`config.mk`:
```
export PLATFORM = sky130hd
export DESIGN_NAME = prop_monitor
export DESIGN_NICKNAME = d
export VERILOG_FILES = /design/src/rtl/prop_monitor.sv
export SDC_FILE = /design/constraint.sdc
export NUM_CORES = 1
export LEC_CHECK = 0
export ABC_CLOCK_PERIOD_IN_PS = 3410
export BUFFER_PORTS_ARGS = -buffer_cell sky130_fd_sc_hd__clkbuf_2
export CAP_MARGIN = 40
export CORE_MARGIN = 2
export CORE_UTILIZATION = 55
export CTS_BUF_LIST = sky130_fd_sc_hd__clkbuf_4 sky130_fd_sc_hd__clkbuf_8
export CTS_CLUSTER_DIAMETER = 200
export DETAILED_ROUTE_END_ITERATION = 12
export GPL_TIMING_DRIVEN = 0
export PLACE_DENSITY_LB_ADDON = 0.05
export SYNTH_ARGS = -nofsm -noshare
export SYNTH_HDL_FRONTEND = slang
export SYNTH_SLANG_ARGS = --single-unit
```
`constraint.sdc`:
```
create_clock -name clk -period 3.41 [get_ports clk]
set_clock_uncertainty 0.1 [all_clocks]
set_input_delay 0.341 -clock clk [delete_from_list [all_inputs] [get_ports clk]]
set_output_delay 0.341 -clock clk [all_outputs]
set_load 0.03 [all_outputs]
```
`src/rtl/prop_monitor.sv`:
```
// Run-time protocol monitor: evaluates six temporal/combinational checks on the
// monitored signals and reports per-check pulses, sticky flags, a count and the first failure.
module prop_monitor #(
  parameter int N_CH     = 2,
  parameter int DATA_W   = 8,
  parameter int DATA_MAX = 200,
  parameter int LAG      = 2,
  parameter int CNT_W    = 8
) (
  input  logic              clk,
  input  logic              reset_n,
  input  logic [N_CH-1:0]   en,
  input  logic              a,
  input  logic              b,
  input  logic              c,
  input  logic              d,
  input  logic [DATA_W-1:0] data,
  input  logic              chk_disable,
  input  logic              clear,
  input  logic [5:0]        chk_en,
  output logic [5:0]        err_pulse,
  output logic [5:0]        err_sticky,
  output logic [CNT_W-1:0]  err_count,
  output logic [2:0]        first_id,
  output logic              first_vld
);

  localparam logic [DATA_W-1:0] DATA_LIMIT = DATA_MAX[DATA_W-1:0];
  localparam logic [CNT_W-1:0]  CNT_SAT    = '1;

  typedef enum logic [2:0] {
    CHK_EN_COVER = 3'd0,
    CHK_SAME     = 3'd1,
    CHK_NEXT     = 3'd2,
    CHK_DELAY    = 3'd3,
    CHK_BOUND    = 3'd4,
    CHK_SEQ      = 3'd5
  } chk_id_t;

  // Pending obligations carried between edges.
  logic           next_pend;
  logic [LAG-1:0] delay_sr;
  logic           seq_s1;
  logic           seq_s2;
  logic           seq_s3;

  logic           next_pend_nxt;
  logic [LAG-1:0] delay_sr_nxt;
  logic [LAG:0]   delay_ext;
  logic           seq_s1_nxt;
  logic           seq_s2_nxt;
  logic           seq_s3_nxt;

  logic [5:0]       fail;
  logic [5:0]       pulse_nxt;
  logic [5:0]       sticky_nxt;
  logic [CNT_W-1:0] count_nxt;
  logic [2:0]       first_id_nxt;
  logic             first_vld_nxt;

  function automatic logic [2:0] lowest_set(input logic [5:0] bits);
    logic [2:0] idx;
    idx = 3'd0;
    for (int i = 5; i >= 0; i--) begin
      if (bits[i]) idx = 3'(i);
    end
    return idx;
  endfunction

  // Failure detection on the values sampled at this edge.
  always_comb begin
    fail               = '0;
    fail[CHK_EN_COVER] = ~|en;
    fail[CHK_SAME]     = a & ~b & ~c;
    fail[CHK_NEXT]     = next_pend & ~c;
    fail[CHK_DELAY]    = delay_sr[LAG-1] & ~d & ~chk_disable;
    fail[CHK_BOUND]    = data > DATA_LIMIT;
    fail[CHK_SEQ]      = seq_s3 & ~d & ~chk_disable;
  end

  // Pending-state update; the mask never touches this, so obligations survive masking.
  always_comb begin
    // NOTE: every combinational output gets a default first so no path leaves it unassigned (no latch).
    next_pend_nxt = a & ~b;
    delay_ext     = {delay_sr, b & c & d};
    delay_sr_nxt  = delay_ext[LAG-1:0];
    seq_s1_nxt    = a;
    seq_s2_nxt    = seq_s1 & c;
    seq_s3_nxt    = seq_s2 & b;
    if (chk_disable) begin
      delay_sr_nxt = '0;
      seq_s1_nxt   = 1'b0;
      seq_s2_nxt   = 1'b0;
      seq_s3_nxt   = 1'b0;
    end
  end

  // Reporting: clear wipes the history first, then this edge's failures are recorded.
  always_comb begin
    pulse_nxt     = fail & chk_en;
    sticky_nxt    = err_sticky;
    count_nxt     = err_count;
    first_id_nxt  = first_id;
    first_vld_nxt = first_vld;
    if (clear) begin
      sticky_nxt    = '0;
      count_nxt     = '0;
      first_id_nxt  = 3'd0;
      first_vld_nxt = 1'b0;
    end
    if (|pulse_nxt) begin
      sticky_nxt = sticky_nxt | pulse_nxt;
      if (count_nxt != CNT_SAT) count_nxt = count_nxt + CNT_W'(1);
      if (!first_vld_nxt) begin
        first_id_nxt  = lowest_set(pulse_nxt);
        first_vld_nxt = 1'b1;
      end
    end
  end

  // NOTE: state registers use non-blocking assignments so every flop samples pre-edge values.
  always_ff @(posedge clk or negedge reset_n) begin
    if (!reset_n) begin
      next_pend  <= 1'b0;
      delay_sr   <= '0;
      seq_s1     <= 1'b0;
      seq_s2     <= 1'b0;
      seq_s3     <= 1'b0;
      err_pulse  <= '0;
      err_sticky <= '0;
      err_count  <= '0;
      first_id   <= 3'd0;
      first_vld  <= 1'b0;
    end else begin
      next_pend  <= next_pend_nxt;
      delay_sr   <= delay_sr_nxt;
      seq_s1     <= seq_s1_nxt;
      seq_s2     <= seq_s2_nxt;
      seq_s3     <= seq_s3_nxt;
      err_pulse  <= pulse_nxt;
      err_sticky <= sticky_nxt;
      err_count  <= count_nxt;
      first_id   <= first_id_nxt;
      first_vld  <= first_vld_nxt;
    end
  end

endmodule

```
==> metrics.json <==
{
  "power": {
    "comb_power_share_pct": 15.6,
    "total_leakage_power_uw": 0.00101,
    "power.share.sequential_pct": 50.7,
    "p_sw_uw": 196,
    "vdd_drop_max_uv": 361,
    "clock_power_share_pct": 33.7,
    "cellInternalPower_uw": 557,
    "sw_share_pct": 26.1,
    "power_density_over_the_cells_mw_per_mm2": 440
  },
  "global_routing": {
    "pin_count_of_the_biggest_net_entering_global_routing": 31,
    "wire_length_of_the_first_global_routing_pass_mm": 4.46,
    "gr-total-overflow": 0,
    "gr-usage-all-layers_pct": 22.1,
    "antenna_found_initial": 0,
    "number_of_global_route_vias_before_repair": 1055
  },
  "sta": {
    "final.min_clock_period_ns": 1.98,
    "totalNegativeSetupSlack_ns": 0,
    "timing.final.hold_violations": 0,
    "fin_max_slew_vios": 0,
    "rsz0062_at_grt": "false",
    "setup_ws_post_layout_ns": 1.43,
    "layout_worst_path_cycle_share_pct": 58.2,
    "tightestPinTransition_ns": 0.713,
    "timing.fmax_mhz": 504,
    "slew-limit-headroom_pct": 52.5,
    "report.final.setup_viol": 0
  },
  "floorplanning": {
    "dieArea_mm2": 0.00287,
    "io_pins": 48,
    "floorplan.rows": 17,
    "placeableCoreArea_mm2": 0.00228,
    "initial_core_util_pct": 59.4,
    "die_h_um": 53.6,
    "die_w_um": 53.6
  },
  "run": {
    "count_of_max_cap_constraint_violations": 0
  },
  "final_layout": {
    "register_area_um2": 751,
    "area_of_combinational_cells_with_multiple_inputs_um2": 559,
    "proportion_of_layout_cells_with_a_drive_suffix_above_1_pct": 36.6,
    "area_growth_pct": 26.6,
    "design.final.nets": 199,
    "antenna_cells": 0,
    "fillers": 168
  },
  "yosys": {
    "syn_inst": 119,
    "count_of_yosys_warnings_during_synthesis": 0,
    "yosysSeqAreaShare_pct": 55.6,
    "async_reset_ff_share_pct": 100,
    "synth.avg_cell_area_um2": 11.4,
    "synth.ff_latch_count": 30,
    "syn-cell-area_mm2": 0.00135,
    "synth_flop_cell": "dfrtp_1",
    "synth.lib_cells_used.distinct": 39,
    "number_of_flops_mapped_to_enable_cells_by_yosys": 0,
    "synth.net_count": 144
  },
  "clock_network": {
    "cts.repair.resized": 0,
    "ctsRootBufferMaster": "clkbuf_4",
    "cts.sink_count": 30,
    "clock_tree.htree_level_count": 2,
    "numCtsBuffers": 5,
    "cts_tree": "done",
    "postCtsSetupRepairBufs": 0,
    "clk_pin_slew_worst_setup_hold_paths_ns": 0.09,
    "worst_skew_pair_latency_ns": 0.32,
    "cts_max_path_buffers": 2
  },
  "routing": {
    "finalWirelength_mm": 2.69,
    "dr.pass1.iters": 5,
    "post_detailed_route_count_of_antenna_violating_nets": 0,
    "wl_per_cell_um": 13.2,
    "drc_errors": 0,
    "drt_iter0_drc": 20,
    "num_vias": 1132,
    "viasPerCell": 5.58
  },
  "setup_path": {
    "worstReg2RegStart": "next_pend$_DFF_PN0_",
    "regToRegEndpoint": "err_count[1]$_DFF_PN0_",
    "critical_path_peak_fanout": 7,
    "reg2reg_slack_ns": 1.43,
    "arrival_worst_endpoint_ns": 2.09,
    "worstSetupEndpoint": "err_count[1]$_DFF_PN0_",
    "critical_path_required_ns": 3.52,
    "setup.worst_path.class": "reg2reg",
    "worstSetupEndpointType": "flop",
    "worst-r2r-cell-count": 6,
    "start_kind": "flop",
    "cp-startpoint": "next_pend$_DFF_PN0_"
  },
  "place": {
    "place_congestion": 0.807,
    "hpwlAfterDp_mm": 2.05,
    "pre_cts_slack_ns": 1.27,
    "place.port_buffers": 47
  },
  "hold_path": {
    "hold_path_class": "in2reg"
  },
  "outcome": {
    "outcome": "finished clean"
  }
}
## critical path: stages (launching register included)
cell	delay (ns)
dfrtp_1	0.37
nand3b_1	0.13
inv_1	0.10
nor4_1	0.34
a21bo_4	0.31
o21ai_4	0.21
mux2_4	0.33
## logic make-up after synthesis
kind of cell,after synthesis,synth area share (%)
AO/OA/AOI/OAI,26,15.6
XOR/XNOR,2,1.30
adder cells (fa/ha/maj),1,0.926
buffers and inverters,11,3.05
flip-flops,30,55.6
multiplexers,2,1.85
AND/OR/NAND/NOR,47,21.8
## worst min-delay path by stage
stage | slack (ns) | endpoint | cells after the start | from
global route | 0.12 | next_pend$_DFF_PN0_ | 2 | b
floorplan | -0.05 | delay_sr[0]$_DFF_PN0_ | 0 | reset_n
CTS | 0.13 | next_pend$_DFF_PN0_ | 2 | b
finish | 0.14 | next_pend$_DFF_PN0_ | 2 | b
global placement | 0.32 | err_pulse[3]$_DFF_PN0_ | 1 | reset_n
detailed placement | 0.33 | err_pulse[3]$_DFF_PN0_ | 1 | reset_n
## through the flow
step / cell area (um^2) / hold WS [ns] / cells / power (uW) / utilization (%)
3_5_place_dp: 1620 / 0.331 / 194 / 507 / 71.2
2_1_floorplan: 1350 / -0.0546 / 119 / 459 / -
3_3_place_gp: 1620 / 0.318 / 194 / 504 / 71.2
5_1_grt: 1710 / 0.117 / 203 / 791 / 75.2
6_report: 1710 / 0.139 / 203 / 753 / 75.2
4_1_cts: 1710 / 0.131 / 203 / 761 / 75.2
## registers in the layout (all words and copies together), names as in the netlist
register and cells:
delay_sr 2, err_count 8, err_pulse 6, err_sticky 6, first_id 3, first_vld 1, next_pend 1, seq_s1 1
seq_s2 1, seq_s3 1
## synthesized netlist by cell type, drive strengths merged (2+ instances only)
| master | instances | area, um^2 |
|---|---|---|
| xnor2 | 2 | 17.5 |
| and3b | 2 | 17.5 |
| a21oi | 2 | 10.0 |
| o22ai | 2 | 12.5 |
| and3 | 7 | 45.1 |
| a21o | 6 | 45.0 |
| nand2 | 11 | 41.3 |
| nor2b | 6 | 45.0 |
| o211ai | 3 | 22.5 |
| dfrtp | 30 | 751 |
| inv | 9 | 33.8 |
| o32ai | 3 | 26.3 |
| a2bb2oi | 2 | 17.5 |
| nor2 | 4 | 15.0 |
| nand3 | 6 | 30.0 |
| nand3b | 2 | 27.5 |
| o21ai | 4 | 31.3 |
## cell type report
class | instances | area share [%]
multi-input cells | 78 | 32.7
well taps | 28 | 2.05
inverters | 10 | 2.19
clock buffers | 8 | 4.61
repair buffers | 48 | 14.3
plain buffers | 1 | 0.219
flip-flops and latches | 30 | 43.9
## power groups by stage
stage | registers, uW | clock network, uW | logic [uW]
floorplan | 417 | 0 | 41.9
global placement | 389 | 0 | 115
detailed placement | 389 | 0 | 118
CTS | 382 | 260 | 119
global route | 384 | 277 | 130
finish | 382 | 253 | 118
## placed cells by master, fill, tap and decap left out, drive strengths merged, types with 2 or more instances in the layout
cell and instances:
a21o 6, a21oi 2, a2bb2oi 2, and3 7
and3b 2, clkbuf 56, dfrtp 30, inv 9
nand2 11, nand3 6, nand3b 2, nor2 4
nor2b 6, o211ai 3, o21ai 4, o22ai 2
o32ai 3, xnor2 2
## repair_timing
item	CTS	global route
endpoints found under the setup margin	0	0
hold buffers	1	0
endpoints found under the hold margin	30	0
## routing by layer
metal | GRT usage [%] | part of all wire, % | vias up
met5 | 0 | 0 | -
met4 | 8.55 | 0.52 | 0
li1 | - | - | 540
met2 | 35.4 | 47 | 60
met1 | 27.8 | 44 | 530
met3 | 7.50 | 8.3 | 2
No activity file was read; power rests on OpenSTA's default activity.
